===== src/rtl/ibex_rf_write_sequencer.sv =====
`default_nettype none
// ============================================================================
// Module      : ibex_rf_write_sequencer
// Description : Arbitrates the register-file write port between a power-on
//               clear sweep, the core write port and a lockstep recovery
//               writer that restores register contents after a setback.
// Revision    : 1.0 - initial release
// ============================================================================
module ibex_rf_write_sequencer #(
  parameter bit          RV32E          = 1'b0,
  parameter int unsigned DataWidth      = 32,
  parameter int unsigned RestoreTimeout = 64
) (
  input  logic                 clk_i,
  input  logic                 rst_i,
  input  logic                 setback_i,
  input  logic                 core_we_i,
  input  logic [4:0]           core_waddr_i,
  input  logic [DataWidth-1:0] core_wdata_i,
  input  logic                 rec_req_i,
  input  logic                 rec_last_i,
  input  logic [4:0]           rec_waddr_i,
  input  logic [DataWidth-1:0] rec_wdata_i,
  output logic                 rec_gnt_o,
  output logic                 rf_we_o,
  output logic [4:0]           rf_waddr_o,
  output logic [DataWidth-1:0] rf_wdata_o,
  output logic                 busy_o,
  output logic                 init_done_o,
  output logic                 restore_err_o
);

  // Highest architectural register; the sweep writes 1..LAST.
  localparam logic [4:0] LAST    = RV32E ? 5'd15 : 5'd31;
  localparam logic [7:0] TIMEOUT = 8'(RestoreTimeout);

  localparam logic [1:0] S_CLEAR   = 2'd0;
  localparam logic [1:0] S_RUN     = 2'd1;
  localparam logic [1:0] S_RESTORE = 2'd2;

  logic [1:0] r_state;
  logic [4:0] r_clr_cnt;
  logic [7:0] r_idle_cnt;
  logic       r_init_done;

  logic                 w_we;
  logic [4:0]           w_waddr;
  logic [DataWidth-1:0] w_wdata;
  logic                 w_gnt;
  logic                 w_busy;
  logic                 w_err;

  // x0 is hardwired to zero; RV32E has no registers 16..31.
  function automatic logic addr_ok(input logic [4:0] a);
    return (a != 5'd0) && !(RV32E && a[4]);
  endfunction

  // Output mux: select the write source for the current state. Reset
  // overrides everything so an abort takes effect in the same cycle.
  always_comb begin
    w_we    = 1'b0;
    w_waddr = 5'd0;
    w_wdata = '0;
    w_gnt   = 1'b0;
    w_busy  = 1'b1;
    w_err   = 1'b0;
    if (!rst_i) begin
      case (r_state)
        S_CLEAR: begin
          w_we    = addr_ok(r_clr_cnt);
          w_waddr = r_clr_cnt;
        end
        S_RUN: begin
          w_busy = 1'b0;
          if (core_we_i) begin
            w_we    = addr_ok(core_waddr_i);
            w_waddr = core_waddr_i;
            w_wdata = core_wdata_i;
          end
        end
        S_RESTORE: begin
          w_gnt = rec_req_i;
          if (rec_req_i) begin
            w_we    = addr_ok(rec_waddr_i);
            w_waddr = rec_waddr_i;
            w_wdata = rec_wdata_i;
          end else if (r_idle_cnt == TIMEOUT) begin
            w_err = 1'b1;
          end
        end
        default: ;
      endcase
    end
  end

  // State, sweep counter, idle counter and init flag.
  always_ff @(posedge clk_i) begin
    if (rst_i) begin
      r_state     <= S_CLEAR;
      r_clr_cnt   <= 5'd1;
      r_idle_cnt  <= 8'd0;
      r_init_done <= 1'b0;
    end else begin
      case (r_state)
        S_CLEAR: begin
          if (r_clr_cnt == LAST) begin
            r_state     <= S_RUN;
            r_init_done <= 1'b1;
          end else begin
            r_clr_cnt <= r_clr_cnt + 5'd1;
          end
        end
        S_RUN: begin
          if (setback_i) begin
            r_state    <= S_RESTORE;
            r_idle_cnt <= 8'd0;
          end
        end
        S_RESTORE: begin
          if (rec_req_i) begin
            r_idle_cnt <= 8'd0;
            if (rec_last_i) begin
              r_state <= S_RUN;
            end
          end else if (r_idle_cnt == TIMEOUT) begin
            r_state <= S_RUN;
          end else begin
            r_idle_cnt <= r_idle_cnt + 8'd1;
          end
        end
        default: begin
          r_state   <= S_CLEAR;
          r_clr_cnt <= 5'd1;
        end
      endcase
    end
  end

  assign rf_we_o       = w_we;
  assign rf_waddr_o    = w_waddr;
  assign rf_wdata_o    = w_wdata;
  assign rec_gnt_o     = w_gnt;
  assign busy_o        = w_busy;
  assign restore_err_o = w_err;
  assign init_done_o   = r_init_done & ~rst_i;

endmodule
`default_nettype wire


===== config.mk =====
export PLATFORM = sky130hd
export DESIGN_NAME = ibex_rf_write_sequencer
export DESIGN_NICKNAME = d
export VERILOG_FILES = /design/src/rtl/ibex_rf_write_sequencer.sv
export SDC_FILE = /design/constraint.sdc
export NUM_CORES = 1
export LEC_CHECK = 0
export CORE_ASPECT_RATIO = 1.25
export CORE_MARGIN = 5
export CORE_UTILIZATION = 36
export DETAILED_ROUTE_END_ITERATION = 6
export GPL_TIMING_DRIVEN = 0
export HOLD_SLACK_MARGIN = 0.05
export PLACE_DENSITY_LB_ADDON = 0.1
export REMOVE_ABC_BUFFERS = 1
export SLEW_MARGIN = 20
export SYNTH_ARGS = -nofsm -noshare
export SYNTH_HDL_FRONTEND = slang
export SYNTH_SLANG_ARGS = --single-unit

===== constraint.sdc =====
create_clock -name clk_i -period 2.9 [get_ports clk_i]
set_clock_uncertainty 0.1 [all_clocks]
set_input_delay 0.58 -clock clk_i [delete_from_list [all_inputs] [get_ports clk_i]]
set_output_delay 0.58 -clock clk_i [all_outputs]
set_load 0.02 [all_outputs]

# --- Word-level counts from Yosys, hierarchy flattened ---
# Index checks and enable logic that the tools add are counted.
word_totals:
  output_inout_bits: 42
  inputBits: 80
  regBits: 16
  elab_cells: 61
classes:
  reduce_logical: 10
  eq_ne: 10
  n_addsub: 2
  n_bitwise: 3
  mux: 32
ops:
  columns: ["cell", "count"]
  rows:
  - ["32-bit two-way mux", 3]
  - ["32-bit one-hot mux with 2 select lines", 1]
  - ["8-bit two-way mux", 3]
  - ["5-bit two-way mux", 4]
  - ["8-bit one-hot mux with 2 select lines", 1]
  - ["5-bit one-hot mux with 3 select lines", 1]
  - ["5-bit nonzero test", 3]
  - ["1-bit two-way mux", 11]
  - ["2-bit two-way mux", 5]
  - ["5-bit one-hot mux with 2 select lines", 1]
  - ["3-bit inequality test (second input constant)", 3]
  - ["8-bit by 1-bit adder with 8-bit output (second input constant)", 1]
  - ["8-bit by 7-bit == test with 1-bit output (second input constant)", 1]
  - ["2-bit inequality test (second input constant)", 3]
  - ["2-bit one-hot mux with 3 select lines", 1]
  - ["5-bit by 1-bit adder with 5-bit output (second input constant)", 1]
  - ["5-bit == test (second input constant)", 1]
  - ["2-bit AND reduction", 2]
  - ["4-bit AND reduction", 1]
  - ["1-bit one-hot mux with 3 select lines", 1]
  - ["3-bit AND reduction", 1]
  - ["2-bit by 1-bit == test with 1-bit output (second input constant)", 1]
  - ["2-bit == test (second input constant)", 1]
  - ["2-bit logical NOT", 1]
  - ["4 further kinds", 5]

# --- Depth between registers and ports, before layout ---
# Gate-level depths: netlist of the first run.
logic_depth:
  ltp_word: 5
  ltp_mapped: 7
  ltp_nobuf: 7

# --- Worst setup path before layout of the first run ---
# Ideal clock, no wire load.
synth_timing:
  path_type: "flip-flop to output port"
  start: "register r_idle_cnt[0]"
  end: "output port restore_err_o"
  n_path_buf: 0
  setup_slack_ns: 0.499
  t_required_ns: 2.220
  arrival_time_ns: 1.721
  stages_incl_launch_ff: 5
  cell_sequence: "dfxtp_1 inv_1 ha_1 or4b_4 nor4_1"
synth_via:
  elab_chain_cells: 5
synth_lines:
  columns: ["element", "line_no", "source"]
  rows:
  - ["from (decl)", "43", "logic [7:0] r_idle_cnt;"]
  - ["from (signal assigned)", "128", "r_idle_cnt <= r_idle_cnt + 8'd1;"]
  - ["8-bit by 7-bit == test with 1-bit output", "87", "end else if (r_idle_cnt == TIMEOUT) begin"]
  - ["1-bit two-way mux", "87", null]
  - ["1-bit two-way mux", "83", "if (rec_req_i) begin"]
  - ["1-bit two-way mux", "68", "case (r_state)"]
  - ["1-bit two-way mux", "67", "if (!rst_i) begin"]
  - ["to (decl)", "30", "output logic restore_err_o"]
# No other way between the ends.

# --- Worst setup path after layout of the first run ---
layout_timing:
  start: "input port core_waddr_i[2]"
  end: "output port rf_we_o"
layout_via:
  elab_chain_cells: 4
layout_lines:
  columns: ["element", "line_no", "source"]
  rows:
  - ["from (decl)", "18", "input logic [4:0] core_waddr_i,"]
  - ["5-bit nonzero test", "55", "return (a != 5'd0) && !(RV32E && a[4]);"]
  - ["1-bit two-way mux", "75", "if (core_we_i) begin"]
  - ["1-bit one-hot mux with 3 select lines", "68", null]
  - ["1-bit two-way mux", "67", null]
  - ["to (decl)", "25", "output logic rf_we_o,"]
# No other way between the ends.

==> flow_metrics.env, run 1 <==
export IMPL_run_status="finished clean"
export IMPL_worst_pin_slew_ns=0.461
export IMPL_cp_required_ns=2.22
export IMPL_ys_warn_count=0
export IMPL_cts_root_buffer="clkbuf_8"
export IMPL_setup_viol=0
export IMPL_htreeDepth=1
export IMPL_max_vdd_ir_drop_mv=0.187
export IMPL_netlist_instances=210
export IMPL_drt_total_wl_um=6610
export IMPL_relSlewSlack_pct=69.3
export IMPL_crit_type="input port to primary output"
export IMPL_ant_nets=0
export IMPL_boundaryPins=122
export IMPL_num_antenna_cells=0
export IMPL_finalHoldViolCount=0
export IMPL_vias_per_cell=5.47
export IMPL_maxSlewViolCount=0
export IMPL_yosysSeqAreaShare_pct=21.2
export IMPL_finalPower_mw=0.970
export IMPL_cts_tree="yes"
export IMPL_cp_top_family="buffers and inverters"
export IMPL_grt_max_degree=33
export IMPL_die_y_um=82.5
export IMPL_clk_pin_slew_worst_paths_ns=0.07
export IMPL_dp_cells=371
export IMPL_layout_common_cells="clkdlybuf4s50_1, nor2_1, a22oi_1"
export IMPL_coreArea_mm2=0.00407
export IMPL_utilization_pct=71.1
export IMPL_cp_cell_sequence="clkdlybuf4s50_1 -> or4_1 -> o21ai_0 -> a31oi_1 -> dlygate4sd2_1"
export IMPL_finalCritPeriodShare_pct=97.4
export IMPL_insertion_delay_ns=0.26
export IMPL_worst_path_buf_inv=2
export IMPL_power_density_mw_per_mm2=336
export IMPL_gp_congestion=0.823
export IMPL_start_kind="input port"
export IMPL_mostFrequentLayoutCell="clkdlybuf4s50_1"
export IMPL_synth_flop_cell="dfxtp_1"
export IMPL_final_layout_size_suffix_gt1_share_pct=10.3
export IMPL_grtUsageTotal_pct=24.1
export IMPL_async_reset_ff_share_pct=0
export IMPL_drc=0
export IMPL_clock_sinks=16
export IMPL_die_area_mm2=0.00561
export IMPL_ys_types=45
export IMPL_hold_buffers=0
export IMPL_antenna_found_initial=0
export IMPL_dp_hpwl_um=4790
export IMPL_fmax_ghz=0.354
export IMPL_hp_class="flip-flop to flip-flop"
export IMPL_synth_seq_cells=16
export IMPL_grt_ovfl_total=0
export IMPL_first_global_vias=2143
export IMPL_crit_fanout=2
export IMPL_firstDrtPassIters=4
export IMPL_clock_path_buffers=2
export IMPL_num_vias=2113
export IMPL_instances_no_fill=386
export IMPL_syn2layout_area_growth_pct=91.1
export IMPL_synth_edff_count=0
export IMPL_drt_iter0_drc=163
export IMPL_grt_pass1_wl_um=10200
export IMPL_port_buffers=121
export IMPL_rows=26
export IMPL_arrival_ns=2.14
export IMPL_syn_area_per_cell_um2=7.20
export IMPL_p_leak_nw=1.21
export IMPL_end_kind="primary output"
export IMPL_initial_core_util_pct=37.2
export IMPL_routedWlPerCell_um=17.1
export IMPL_whs_ns=0.368
export IMPL_finalCriticalPeriod_ns=2.82
export IMPL_slowest_delay_ns=0.53
export IMPL_synth_area_mm2=0.00151
export IMPL_nNetsFinal=420
export IMPL_crit_slowest_cell="or4_1"
export IMPL_max_cap_violations=0
export IMPL_cts_buffers=3
export IMPL_die_w_um=68.0
## worst register-to-register path: cells and delay by family, from the launching register on
| family | cells | cell delay [ns] |
|---|---|---|
| compound gates | 1 | 0.15 |
| simple gates | 3 | 0.95 |
| buf+inv | 1 | 0.17 |
| fa+ha+maj | 1 | 0.31 |
| flops | 1 | 0.33 |
## routing by layer
metal	GRT usage [%]	wire [um]	share of wire, %
met5	0	0	0
met1	25.9	2460	37
met2	42.4	3370	51
met3	6.77	569	8.6
met4	11.7	213	3.2
## where the power goes
part / switching (mW) / total [mW] / internal (mW)
sequential: 0.0308 / 0.273 / 0.243
clock: 0.0848 / 0.206 / 0.121
combinational: 0.235 / 0.491 / 0.256
## sequential cells by signal, summed over array words and instances (netlist names)
| signal | cells |
|---|---|
| r_clr_cnt | 5 |
| r_idle_cnt | 8 |
| r_init_done | 1 |
| r_state | 2 |
## final timing paths
path	start	to	slack, ns	depth (start not counted)
worst max register to register	r_state[0]$_SDFFE_PP0P_	r_idle_cnt[2]$_SDFFE_PP0P_	0.82	6
worst min-delay path	r_init_done$_SDFFE_PP0P_	r_init_done$_SDFFE_PP0P_	0.37	2
worst max-delay path	core_waddr_i[2]	rf_we_o	0.08	5
worst min register to register	r_init_done$_SDFFE_PP0P_	r_init_done$_SDFFE_PP0P_	0.37	2
## cell usage after synthesis (3+ instances only)
master | n | area share [%]
inv_1 | 9 | 2.2
o21ai_0 | 10 | 3.3
clkbuf_1 | 11 | 2.7
nor2_1 | 48 | 12
or3b_2 | 3 | 1.7
dfxtp_1 | 16 | 21
buf_1 | 4 | 0.99
or4_1 | 3 | 1.5
a22oi_1 | 34 | 17
nand2_1 | 8 | 2.0
ha_1 | 9 | 7.4
a222oi_1 | 5 | 3.3
a21oi_1 | 11 | 3.6
## stage by stage
step           setup TNS [ns]  setup WS (ns)  area [um^2]
2_1_floorplan               0          0.276         1450
3_3_place_gp           -41.59          -1.13         2730
3_5_place_dp           -37.78          -1.10         2740
4_1_cts                     0        0.00292         2810
5_1_grt               -0.0317        -0.0148         2890
6_report                    0         0.0766         2890
## cell type report
type / instances / area, um^2
fill: 348 / 1180
inverter: 9 / 36.3
sequential: 16 / 320
multi-input combinational: 173 / 1170
timing repair buffer: 128 / 1240
clock buffer: 4 / 55.1
tap: 56 / 70.1
## cell families after synthesis
logic type | after synthesis | share of synthesized area [%]
and+or+nand+nor | 86 | 28.5
AOI/OAI and AO/OA | 73 | 36.0
buffers and inverters | 25 | 6.29
DFF | 16 | 21.2
adders and majority gates | 9 | 7.44
muxes | 1 | 0.662
## what timing repair did
item / CTS / global route
gates cloned: 4 / 0
setup endpoints to repair: 42 / 10
pin swaps: 0 / 0
setup buffers: 0 / 7
resized for setup: 44 / 8
(Power assumes the default switching activity.)
==> inputs of run 2 (changes only) <==
Settings changed: CAP_MARGIN set to 5, CORE_UTILIZATION 36 to 37, CTS_BUF_LIST set to sky130_fd_sc_hd__clkbuf_2.
==> flow_metrics.env, run 2 (synthesized netlist as in run 1, its figures left out) <==
export IMPL_clk_pin_slew_worst_paths_ns=0.15
export IMPL_p_int_mw=0.502
export IMPL_insertion_delay_ns=0.29
export IMPL_finalHoldViolCount=0
export IMPL_clock_path_buffers=2
export IMPL_r2r_start="r_state[1]$_SDFFE_PP0P_"
export IMPL_end_kind="primary output"
export IMPL_dp_hpwl_um=4900
export IMPL_arrival_ns=2.13
export IMPL_worst_path_buf_inv=2
export IMPL_crit_fanout=2
export IMPL_cts_buffers=3
export IMPL_boundaryPins=122
export IMPL_finalCritPeriodShare_pct=96.7
export IMPL_holdPathStages=2
export IMPL_largest_register_ffs=8
export IMPL_utilization_pct=68.6
export IMPL_vias_per_cell=5.36
export IMPL_syn2layout_area_growth_pct=82.9
export IMPL_first_global_vias=2041
export IMPL_finalPower_mw=0.833
export IMPL_nNetsFinal=414
export IMPL_fmax_ghz=0.356
export IMPL_max_cap_violations=0
export IMPL_drt_iter0_drc=146
export IMPL_r2r_end="r_idle_cnt[1]$_SDFFE_PP0P_"
export IMPL_start_kind="input port"
export IMPL_worst_pin_slew_ns=0.416
export IMPL_power_switching_share_pct=39.7
export IMPL_cts_tree="yes"
export IMPL_maxSlewViolCount=0
export IMPL_rsz0062_at_grt="false"
export IMPL_run_status="finished clean"
export IMPL_die_area_mm2=0.00548
export IMPL_antenna_found_initial=0
export IMPL_num_antenna_cells=0
export IMPL_worstHoldEndpoint="r_init_done$_SDFFE_PP0P_"
export IMPL_finalCriticalPeriod_ns=2.81
export IMPL_setup_viol=0
export IMPL_grt_pass1_wl_um=9700
export IMPL_min_from="r_init_done$_SDFFE_PP0P_"
export IMPL_coreArea_mm2=0.00403
export IMPL_hold_buffers=0
export IMPL_r2r_cells=5
export IMPL_final_layout_size_suffix_gt1_share_pct=8.05
export IMPL_place_area_mm2=0.00274
export IMPL_ant_nets=0
export IMPL_drc=0
export IMPL_grtUsageTotal_pct=23.2
export IMPL_die_w_um=67.2
export IMPL_grt_max_degree=33
export IMPL_layout_common_cells="clkdlybuf4s50_1, nor2_1, dlygate4sd2_1"
export IMPL_grt_ovfl_total=0
export IMPL_pwr_share_seq_pct=32.9
export IMPL_initial_core_util_pct=37.5
export IMPL_relSlewSlack_pct=72.3
export IMPL_crit_slowest_cell="or4_1"
export IMPL_cp_top_family="buffers and inverters"
export IMPL_cp_required_ns=2.22
export IMPL_power_share_combinational_pct=55.3
export IMPL_num_vias=2033
export IMPL_p_leak_nw=1.12
export IMPL_crit_type="input port to primary output"
export IMPL_mostFrequentLayoutCell="clkdlybuf4s50_1"
export IMPL_die_y_um=81.5
export IMPL_rows=26
export IMPL_largest_register="r_idle_cnt"
export IMPL_max_vdd_ir_drop_mv=0.231
export IMPL_p_switching_mw=0.330
export IMPL_p_clk_share_pct=11.8
export IMPL_ff2ff_setup_slack_ns=0.78
export IMPL_whs_ns=0.390
export IMPL_cp_cell_sequence="clkdlybuf4s50_1 -> or4_1 -> o21ai_0 -> a31oi_1 -> dlygate4sd2_1"
export IMPL_cts_root_buffer="clkbuf_2"
export IMPL_htreeDepth=1
export IMPL_gp_congestion=0.765
export IMPL_power_density_mw_per_mm2=301
export IMPL_slowest_delay_ns=0.53
export IMPL_reg_top3="r_idle_cnt (8), r_clr_cnt (5), r_state (2)"
export IMPL_stdcell_area_mm2=0.00277
export IMPL_num_fill_cells=403
export IMPL_routedWlPerCell_um=17.7
export IMPL_hp_class="flip-flop to flip-flop"
export IMPL_port_buffers=121
export IMPL_clock_sinks=16
export IMPL_drt_total_wl_um=6690
export IMPL_firstDrtPassIters=4
## run 2: timing repair
action | 4_1_cts | 5_1_grt
setup buffers | 0 | 1
pin swaps | 0 | 1
resized for setup | 53 | 0
setup endpoints to repair | 42 | 1
cloned | 4 | 0
## run 2: worst max-delay path by stage
stage / startpoint / to / slack (ns) / cells past startpoint
final: core_waddr_i[2] / rf_we_o / 0.09 / 5
after global routing: r_state[1]$_SDFFE_PP0P_ / rf_we_o / 0.005 / 6
after CTS: core_waddr_i[2] / rf_we_o / 0.09 / 5
after detailed placement: rst_i / rf_wdata_o[14] / -1.12 / 5
after global placement: rst_i / rf_wdata_o[25] / -1.13 / 5
after floorplan: r_state[0]$_SDFFE_PP0P_ / rf_we_o / 0.28 / 5
## run 2: final cells by class
cell class                      instances  area, um^2  area share [%]
Sequential cell                        16         320            11.6
Tap cell                               56        70.1            2.53
Clock buffer                            3        15.0           0.543
Inverter                                9        33.8            1.22
Timing Repair Buffer                  122        1170            42.3
Multi-Input combinational cell        173        1160            41.8
## run 2: power by group through the flow
| stage | clock [mW] | sequential, mW | combinational (mW) |
|---|---|---|---|
| floorplan | 0 | 0.267 | 0.245 |
| global placement | 0 | 0.276 | 0.444 |
| detailed placement | 0 | 0.276 | 0.450 |
| CTS | 0.102 | 0.272 | 0.459 |
| global route | 0.110 | 0.276 | 0.502 |
| finish | 0.0986 | 0.274 | 0.460 |
## run 2: worst min-delay path, cell delays in order (launching register included)
cell and delay (ns):
dfxtp_1 0.36, a21oi_1 0.04, nor2_1 0.07
## run 2: through the flow
stage	instances	setup TNS, ns	worst slack, ns
after global routing	379	0	0.00455
after detailed placement	371	-38.11	-1.12
final	379	0	0.0943
after floorplan	194	0	0.276
after global placement	371	-40.94	-1.13
after CTS	378	0	0.0858
## run 2: per-layer routing
| layer | up-vias | wire (um) | track usage (%) |
|---|---|---|---|
| met5 | - | 0 | 0 |
| met4 | 0 | 174 | 8.72 |
| met3 | 14 | 459 | 6.70 |
| met2 | 76 | 3560 | 41.5 |
| met1 | 931 | 2500 | 25.7 |
| li1 | 1012 | - | - |
